==> src/rtl/cap_sensor_scan.sv <==
// cap_sensor_scan: round-robin capacitive touch-pad scanner.
// Each pad is discharged, then driven high. The scanner counts clock cycles until
// the synchronized pad input reads high and compares that charge time against a
// threshold to form a per-pad touched flag.
//
// Ports:
//   clock, reset_n   system clock, asynchronous active-low reset
//   enable, start    scanner enable and single-cycle scan request
//   sensor_in        raw asynchronous pad inputs (one bit per pad)
//   sensor_drive     pad drive, one-hot during CHARGE, 0 otherwise
//   busy             scan in progress
//   scan_done        one-cycle pulse when the last channel is stored
//   sample_valid     one-cycle pulse per channel measurement
//   sample_ch/_count/_timeout   last measurement, held until the next one
//   touched          registered per-pad touch flags
//
// Optional feature: define CAP_SCAN_BASELINE_EN to keep a per-channel baseline
// and make THRESHOLD a delta above it instead of an absolute count.
module cap_sensor_scan #(
    parameter int unsigned NUM_CH           = 4,
    parameter int unsigned CNT_W            = 16,
    parameter int unsigned DISCHARGE_CYCLES = 64,
    parameter int unsigned MAX_COUNT        = 50000,
    parameter int unsigned THRESHOLD        = 200,
    parameter int unsigned CONTINUOUS       = 0,
    localparam int unsigned CH_W            = (NUM_CH > 1) ? $clog2(NUM_CH) : 1
) (
    input  logic              clock,
    input  logic              reset_n,
    input  logic              enable,
    input  logic              start,
    input  logic [NUM_CH-1:0] sensor_in,
    output logic [NUM_CH-1:0] sensor_drive,
    output logic              busy,
    output logic              scan_done,
    output logic              sample_valid,
    output logic [CH_W-1:0]   sample_ch,
    output logic [CNT_W-1:0]  sample_count,
    output logic              sample_timeout,
    output logic [NUM_CH-1:0] touched
);
    localparam int unsigned DIS_W = (DISCHARGE_CYCLES > 1) ? $clog2(DISCHARGE_CYCLES) : 1;
    localparam logic [DIS_W-1:0] DIS_LAST = DIS_W'(DISCHARGE_CYCLES - 1);
    localparam logic [CH_W-1:0]  LAST_CH  = CH_W'(NUM_CH - 1);
    localparam logic [CNT_W-1:0] MAX_CNT  = CNT_W'(MAX_COUNT);

    typedef enum logic [1:0] {S_IDLE, S_DISCHARGE, S_CHARGE, S_STORE} state_t;

    state_t            state_q, state_d;
    logic [CH_W-1:0]   ch_q, ch_d;
    logic [DIS_W-1:0]  dis_q, dis_d;
    logic [CNT_W-1:0]  count_q, count_d;
    logic [NUM_CH-1:0] sync1_q, sync2_q;
    logic              sync_in;
    logic              at_max;
    logic [NUM_CH-1:0] drive_d, touched_d;
    logic              busy_d, done_d, valid_d, timeout_d;
    logic [CH_W-1:0]   sch_d;
    logic [CNT_W-1:0]  scnt_d;

`ifdef CAP_SCAN_BASELINE_EN
    logic [CNT_W-1:0]  base_q [NUM_CH];
    logic [CNT_W-1:0]  base_d [NUM_CH];
    logic [NUM_CH-1:0] base_vld_q, base_vld_d;
`endif

    assign sync_in = sync2_q[ch_q];
    // Timeout fires on the increment that would take the count to MAX_COUNT.
    assign at_max  = !sync_in && (count_q == MAX_CNT - CNT_W'(1));

    // Next-state and next-output logic.
    always_comb begin
        state_d   = state_q;
        ch_d      = ch_q;
        dis_d     = dis_q;
        count_d   = count_q;
        drive_d   = '0;
        busy_d    = busy;
        done_d    = 1'b0;
        valid_d   = 1'b0;
        sch_d     = sample_ch;
        scnt_d    = sample_count;
        timeout_d = sample_timeout;
        touched_d = touched;
`ifdef CAP_SCAN_BASELINE_EN
        base_d     = base_q;
        base_vld_d = base_vld_q;
`endif
        case (state_q)
            S_IDLE: begin
                if (enable && (start || CONTINUOUS != 0)) begin
                    state_d = S_DISCHARGE;
                    ch_d    = '0;
                    dis_d   = '0;
                    busy_d  = 1'b1;
                end
            end
            S_DISCHARGE: begin
                if (dis_q == DIS_LAST) begin
                    state_d = S_CHARGE;
                    count_d = '0;
                    drive_d = NUM_CH'(1) << ch_q;
                end else begin
                    dis_d = dis_q + DIS_W'(1);
                end
            end
            S_CHARGE: begin
                if (sync_in || at_max) begin
                    state_d   = S_STORE;
                    valid_d   = 1'b1;
                    sch_d     = ch_q;
                    scnt_d    = at_max ? MAX_CNT : count_q;
                    count_d   = at_max ? MAX_CNT : count_q;
                    timeout_d = at_max;
                    done_d    = (ch_q == LAST_CH);
`ifdef CAP_SCAN_BASELINE_EN
                    if (at_max) begin
                        touched_d[ch_q] = 1'b0;
                    end else if (!base_vld_q[ch_q]) begin
                        base_d[ch_q]     = count_q;
                        base_vld_d[ch_q] = 1'b1;
                        touched_d[ch_q]  = 1'b0;
                    end else begin
                        touched_d[ch_q] = ({1'b0, count_q} >=
                                           ({1'b0, base_q[ch_q]} + (CNT_W+1)'(THRESHOLD)));
                    end
`else
                    touched_d[ch_q] = !at_max && (count_q >= CNT_W'(THRESHOLD));
`endif
                end else begin
                    count_d = count_q + CNT_W'(1);
                    drive_d = sensor_drive;
                end
            end
            S_STORE: begin
                dis_d = '0;
                if (ch_q == LAST_CH) begin
                    if (CONTINUOUS != 0 && enable) begin
                        state_d = S_DISCHARGE;
                        ch_d    = '0;
                    end else begin
                        state_d = S_IDLE;
                        busy_d  = 1'b0;
                    end
                end else begin
                    state_d = S_DISCHARGE;
                    ch_d    = ch_q + CH_W'(1);
                end
            end
            default: state_d = S_IDLE;
        endcase
    end

    // State, synchronizer and registered outputs.
    always_ff @(posedge clock or negedge reset_n) begin
        if (!reset_n) begin
            state_q        <= S_IDLE;
            ch_q           <= '0;
            dis_q          <= '0;
            count_q        <= '0;
            sync1_q        <= '0;
            sync2_q        <= '0;
            sensor_drive   <= '0;
            busy           <= 1'b0;
            scan_done      <= 1'b0;
            sample_valid   <= 1'b0;
            sample_ch      <= '0;
            sample_count   <= '0;
            sample_timeout <= 1'b0;
            touched        <= '0;
        end else begin
            state_q        <= state_d;
            ch_q           <= ch_d;
            dis_q          <= dis_d;
            count_q        <= count_d;
            sync1_q        <= sensor_in;
            sync2_q        <= sync1_q;
            sensor_drive   <= drive_d;
            busy           <= busy_d;
            scan_done      <= done_d;
            sample_valid   <= valid_d;
            sample_ch      <= sch_d;
            sample_count   <= scnt_d;
            sample_timeout <= timeout_d;
            touched        <= touched_d;
        end
    end

`ifdef CAP_SCAN_BASELINE_EN
    // Per-channel baseline storage.
    always_ff @(posedge clock or negedge reset_n) begin
        if (!reset_n) begin
            base_vld_q <= '0;
            for (int i = 0; i < NUM_CH; i++) base_q[i] <= '0;
        end else begin
            base_vld_q <= base_vld_d;
            base_q     <= base_d;
        end
    end
`endif

endmodule

==> config.mk <==
export PLATFORM = sky130hd
export DESIGN_NAME = cap_sensor_scan
export DESIGN_NICKNAME = d
export VERILOG_FILES = /design/src/rtl/cap_sensor_scan.sv
export SDC_FILE = /design/constraint.sdc
export NUM_CORES = 1
export LEC_CHECK = 0
export ABC_CLOCK_PERIOD_IN_PS = 6400
export BUFFER_PORTS_ARGS = -buffer_cell sky130_fd_sc_hd__buf_2
export CORE_MARGIN = 2
export CORE_UTILIZATION = 60
export CTS_BUF_LIST = sky130_fd_sc_hd__clkbuf_4 sky130_fd_sc_hd__clkbuf_8
export CTS_CLUSTER_SIZE = 28
export DETAILED_ROUTE_END_ITERATION = 8
export GPL_TIMING_DRIVEN = 0
export PLACE_DENSITY = 0.82
export SYNTH_ARGS = -nofsm -noshare
export SYNTH_HDL_FRONTEND = slang
export SYNTH_SLANG_ARGS = --single-unit
==> constraint.sdc <==
create_clock -name clock -period 6.4 [get_ports clock]
set_input_delay 0.64 -clock clock [delete_from_list [all_inputs] [get_ports clock]]
set_output_delay 0.64 -clock clock [all_outputs]
set_load 0.03 [all_outputs]
Word-level counts from Yosys, hierarchy flattened. Index checks and enable logic that the tools add are counted.

Register bits after elaboration: 64. Output and inout bits: 30. Input port bits: 8. Word-level logic and storage cells: 80.

Equal/unequal tests: 12. Reductions and logical operators: 17. Add/subtract/negate cells: 3. Mux-type cells: 30. Order comparisons: 3. Shift-type cells: 1.

Operators with widths (count): 2-to-1 mux 16 bit (3); one-hot mux 16 bit (2 select lines) (1); one-hot mux 6 bit (3 select lines) (1); adder 16 x 1 -> 16 bit, second input constant (1); equality test 16 bit, second input constant (1); >= comparator 16 x 8 -> 1 bit, second input constant (1); 2-to-1 mux 6 bit (2); inequality test 2 bit, second input constant (6); AND reduction 3 bit (4); 2-to-1 mux 2 bit (5); 2-to-1 mux 1 bit (9); 2-to-1 mux 4 bit (2); one-hot mux 2 bit (4 select lines) (1); one-hot mux 4 bit (2 select lines) (1); adder 6 x 1 -> 6 bit, second input constant (1); equality test 2 bit, second input constant (3); equality test 6 bit, second input constant (1); bitwise mux 4 bit (1); logical AND 1 bit (4); one-hot mux 2 bit (2 select lines) (1); AND reduction 2 bit (2); nonzero test 2 bit (2); left shift 1 x 2 -> 4 bit, first input constant (1); less-than comparator 2 x 3 -> 1 bit, second input constant (1); other kinds (10) (11).

Depth between registers and ports, before layout.
Word-level depth: 7. Depth in mapped cells: 8. Mapped depth without buffers: 7.

Worst setup path after synthesis. No wires, ideal clock.

Kind: flip-flop to flip-flop. Start point: register ch_q[0]. End point: register touched[0]. Arrival time: 1.965 ns. Period minus slack after synthesis: 2.090 ns. Buffers on the path: 1. Required time: 6.275 ns. Setup slack: 4.310 ns. Stages on the path, launching flop included: 8. Library setup time: 0.125 ns. Path through: dfrtp_1 -> mux4_2 -> a41oi_4 -> nand2b_4 -> inv_2 -> buf_6 -> nand2_1 -> mux2_2.

Cells in the longest elaborated chain, start to end: 7. Elaborated cells between the ends (all ways): 14. Those cells by class: order compare (2); mux (5); reduce/logical (7).

Ends and longest elaborated chain: from (decl) (line 50) `logic [CH_W-1:0] ch_q, ch_d;`; from (signal assigned) (line 173) `ch_q <= ch_d;`; parallel branches: the longest is 7 deep, another holds less-than comparator 2 x 3 -> 1 bit; to (signal assigned) (line 185) `touched <= touched_d;`; to (decl) (line 40) `output logic [NUM_CH-1:0] touched`.

Parallel ways; which one is timed is not known. The select of a mux whose other input is x is not followed. A chain may end at the register's enable or synchronous reset.

Final worst setup path.
Start point: register ch_q[0]. End point: register touched[1].

Same word-level chain as after synthesis.

==> run_results.csv <==
group,metric,value,unit
outcome,status,"finished, final reports clean",
worst_setup_path,cp_cell_sequence,"mux4_2 -> a41oi_4 -> nand2b_4 -> inv_2 -> buf_6 -> nand2_1 -> mux2_2",
hold_path,holdCritStartpoint,"sync1_q[0]$_DFF_PN0_",
worst_setup_path,end_kind,"flip-flop",
power_and_ir_drop,seq_power_share,56.4,%
floorplan,start_util,61.6,%
logic_synthesis,synth_top_family_by_area,"simple AND/OR/NAND/NOR gates",
power_and_ir_drop,fin_total_pwr,722,uW
worst_setup_path,worst_ep_arrival_time,2.63,ns
cts,ctsRootBufferMaster,"clkbuf_8",
power_and_ir_drop,combPwrFrac,1.9,%
global_route,grt_max_degree,65,
worst_setup_path,critPathKind,"flip-flop to flip-flop",
logic_synthesis,seq_area_frac_synth,51.5,%
cts,worstSkewPairLatency,0.34,ns
cells_and_area,nets,373,
floorplan,die_w,76.0,um
routing,avgRoutedWirePerCell,15.3,um
logic_synthesis,synth_compound_area_share,15.9,%
cells_and_area,final_cell_mix,"64 x dfrtp_1, 44 x nand2_1, 40 x buf_2, 23 x o21ai_0, 23 x nand3_1",
worst_setup_path,start_kind,"flip-flop",
logic_synthesis,yosys.area_share.simple,20.3,%
floorplan,dieArea,5770,sq um
logic_synthesis,synth_flop_cell,"dfrtp_1",
power_and_ir_drop,p_sw,173,uW
hold_path,hold_class,"flip-flop to flip-flop",
sta,setup_viol,0,
worst_setup_path,cp_top_family,"multiplexers",
cts,cts_setup_buffers,0,
logic_synthesis,synth_xor_area_share,0.564,%
sta,tns,0,ns
cells_and_area,diodes,0,
routing,dr.pass1.iters,4,
power_and_ir_drop,p_per_area,203,nW/um^2
job,cap_viol_max_count,0,
cells_and_area,layout_commonest_cell,"dfrtp_1",
logic_synthesis,yosysWarnings,0,
hold_path,hold_end,"sync2_q[0]$_DFF_PN0_",
sta,finalCritPeriodShare,37.6,%
worst_setup_path,max_stage_delay,0.63,ns
logic_synthesis,synth.avg_cell_area,10.2,sq um
logic_synthesis,synth_edf_count,0,
cts,postCtsHoldBufs,0,
routing,dr.first_iter.drc_count,260,
power_and_ir_drop,intPower,549,uW
global_route,first_global_vias,2459,
hold_path,worst_hold_path.num_cells,0,
global_route,track_usage,25.4,%
logic_synthesis,syn-cell-area,3110,sq um
worst_setup_path,critPathSlowestCell,"mux4_2",
power_and_ir_drop,pwr-share-clk,41.6,%
cts,clk_pin_slew,0.07,ns
global_route,grt_pass1_wl,11.6,mm
worst_setup_path,reg2reg_from,"ch_q[0]$_DFFE_PN0P_",
cells_and_area,drive_above_1_share,20.3,%
worst_setup_path,crit_fanout,10,
cells_and_area,utilization,70.5,%
sta,hold_viol,0,
global_route,use_met1,35.2,%
logic_synthesis,synth_fa_ha_area_share,4.43,%
power_and_ir_drop,switching_share,23.9,%
worst_setup_path,rr_worst_depth,7,
worst_setup_path,r2r_setup_slack,4.00,ns
routing,wl,6.57,mm
cells_and_area,syn2layout_area_growth,14.4,%
sta,clock.fmax,416,MHz
placement,numPlacedInstances,413,
logic_synthesis,synthCells,306,
logic_synthesis,synth_cell_type_count,49,
floorplan,die_height,76.0,um
routing,via_per_inst,5.85,
placement,io_buffers,37,
floorplan,io_pins,38,
routing,drcViolationCount,0,
sta,period_needed,2.40,ns
sta,tightest_slew,0.773,ns
global_route,overflow,0,
power_and_ir_drop,leakage,0.00171,uW
floorplan,core,5040,sq um
logic_synthesis,synthMuxAreaShare,3.99,%
cts,numCtsBuffers,9,
logic_synthesis,synth_nets,325,
cells_and_area,stdcell_count,429,
global_route,antenna_found_initial,0,
cts,htreeDepth,3,
sta,rsz0062_at_grt,"false",
cts,tritoncts,"done",
cts,cts_resized,0,
cts,clockBufferDepth,2,
global_route,met2_usage,38.9,%
worst_setup_path,crit_buf_inv,2,
routing,num_vias,2510,
sta,slew_viol_final,0,
logic_synthesis,ys_ff_latch,64,
worst_setup_path,timing.rr.end,"touched[1]$_DFFE_PN0P_",
routing,ant_nets,0,
global_route,top_usage_layer,"met2",
placement,hpwlAfterDp,4.71,mm
cts,numClockSinks,64,
global_route,grt_util_met3,6.28,%
power_and_ir_drop,ir_drop,0.146,mV
sta,skew,0.0115,ns
logic_synthesis,async_reset_ff_share,100,%
worst_setup_path,critPathRequiredTime,6.62,ns
sta,relSlewSlack,48.5,%
placement,place.gp.congestion,0.913,
floorplan,row_count,26,
==> worst max path at each step <==
stage                     slack [ns]                 from                     end  depth (start not counted)
after floorplan                 4.31  ch_q[0]$_DFFE_PN0P_  touched[0]$_DFFE_PN0P_                          7
after global placement          4.06  ch_q[0]$_DFFE_PN0P_  touched[0]$_DFFE_PN0P_                          7
after detailed placement        4.00  ch_q[0]$_DFFE_PN0P_  touched[0]$_DFFE_PN0P_                          7
after CTS                       4.00  ch_q[0]$_DFFE_PN0P_  touched[0]$_DFFE_PN0P_                          7
after global routing            3.91  ch_q[0]$_DFFE_PN0P_  touched[1]$_DFFE_PN0P_                          7
final                           4.00  ch_q[0]$_DFFE_PN0P_  touched[1]$_DFFE_PN0P_                          7
==> per-stage QoR <==
step | hold slack [ns] | setup WS, ns | cell area (sq um)
after global routing | 0.367 | 3.91 | 3560
after global placement | 0.332 | 4.06 | 3380
final | 0.354 | 4.00 | 3560
after floorplan | 0.331 | 4.31 | 3110
after detailed placement | 0.336 | 4.00 | 3380
after CTS | 0.356 | 4.00 | 3550
==> Yosys cell counts (2+ instances only) <==
master,instances,area share [%]
nor3_1,4,0.64
nor2_1,15,1.8
ha_1,11,4.4
o211ai_1,2,0.48
dfrtp_1,64,52
clkbuf_1,8,0.97
nand4_1,6,1.2
a21oi_1,12,1.9
a21o_1,2,0.48
and3_1,5,1.0
and2_1,4,0.81
a211oi_1,2,0.48
o21ai_0,23,3.7
nand2_1,44,5.3
and4_1,3,0.85
nor4_1,2,0.40
a22o_1,13,3.7
mux2_2,5,1.8
o22a_1,5,1.4
a31oi_1,3,0.60
xnor2_1,2,0.56
or3_1,6,1.2
nor2b_1,3,0.60
mux2i_1,3,0.97
nand3_1,23,3.7
buf_2,4,0.64
inv_1,10,1.2
==> layout make-up <==
cell class	instances	area, sq um
repair buffers	37	188
multi-input cells	218	1400
inverters	11	41.3
fillers	388	1490
clock buffers	9	124
well taps	70	87.6
plain buffers	13	61.3
clock inverters	7	48.8
flip-flops and latches	64	1600
==> power groups by stage <==
stage | combinational [uW] | clock, uW | sequential, uW
after floorplan | 3.15 | 0 | 415
after global placement | 13.9 | 0 | 415
after detailed placement | 14.2 | 0 | 415
after CTS | 14.2 | 303 | 407
after global routing | 15.9 | 333 | 407
final | 13.8 | 300 | 407
==> registers in the layout, indices dropped and copies added, names as in the netlist <==
signal,flops
busy,1
ch_q,2
count_q,16
dis_q,6
sample_ch,2
sample_count,16
sample_timeout,1
sample_valid,1
scan_done,1
sensor_drive,4
state_q,2
sync1_q,4
sync2_q,4
touched,4
==> metal layers <==
metal | up-vias | routed length, um | share of wire (%)
met5 | - | 0 | 0
met4 | 0 | 90 | 1.4
met3 | 12 | 404 | 6.2
met2 | 91 | 3150 | 48
met1 | 1205 | 2920 | 45
li1 | 1202 | - | -
==> logic make-up after synthesis <==
logic type      after synthesis
mux                          10
simple gates                124
fa+ha+maj                    11
compound gates               71
flops                        64
xor+xnor                      2
buf+inv                      24
(Power assumes the default switching activity.)
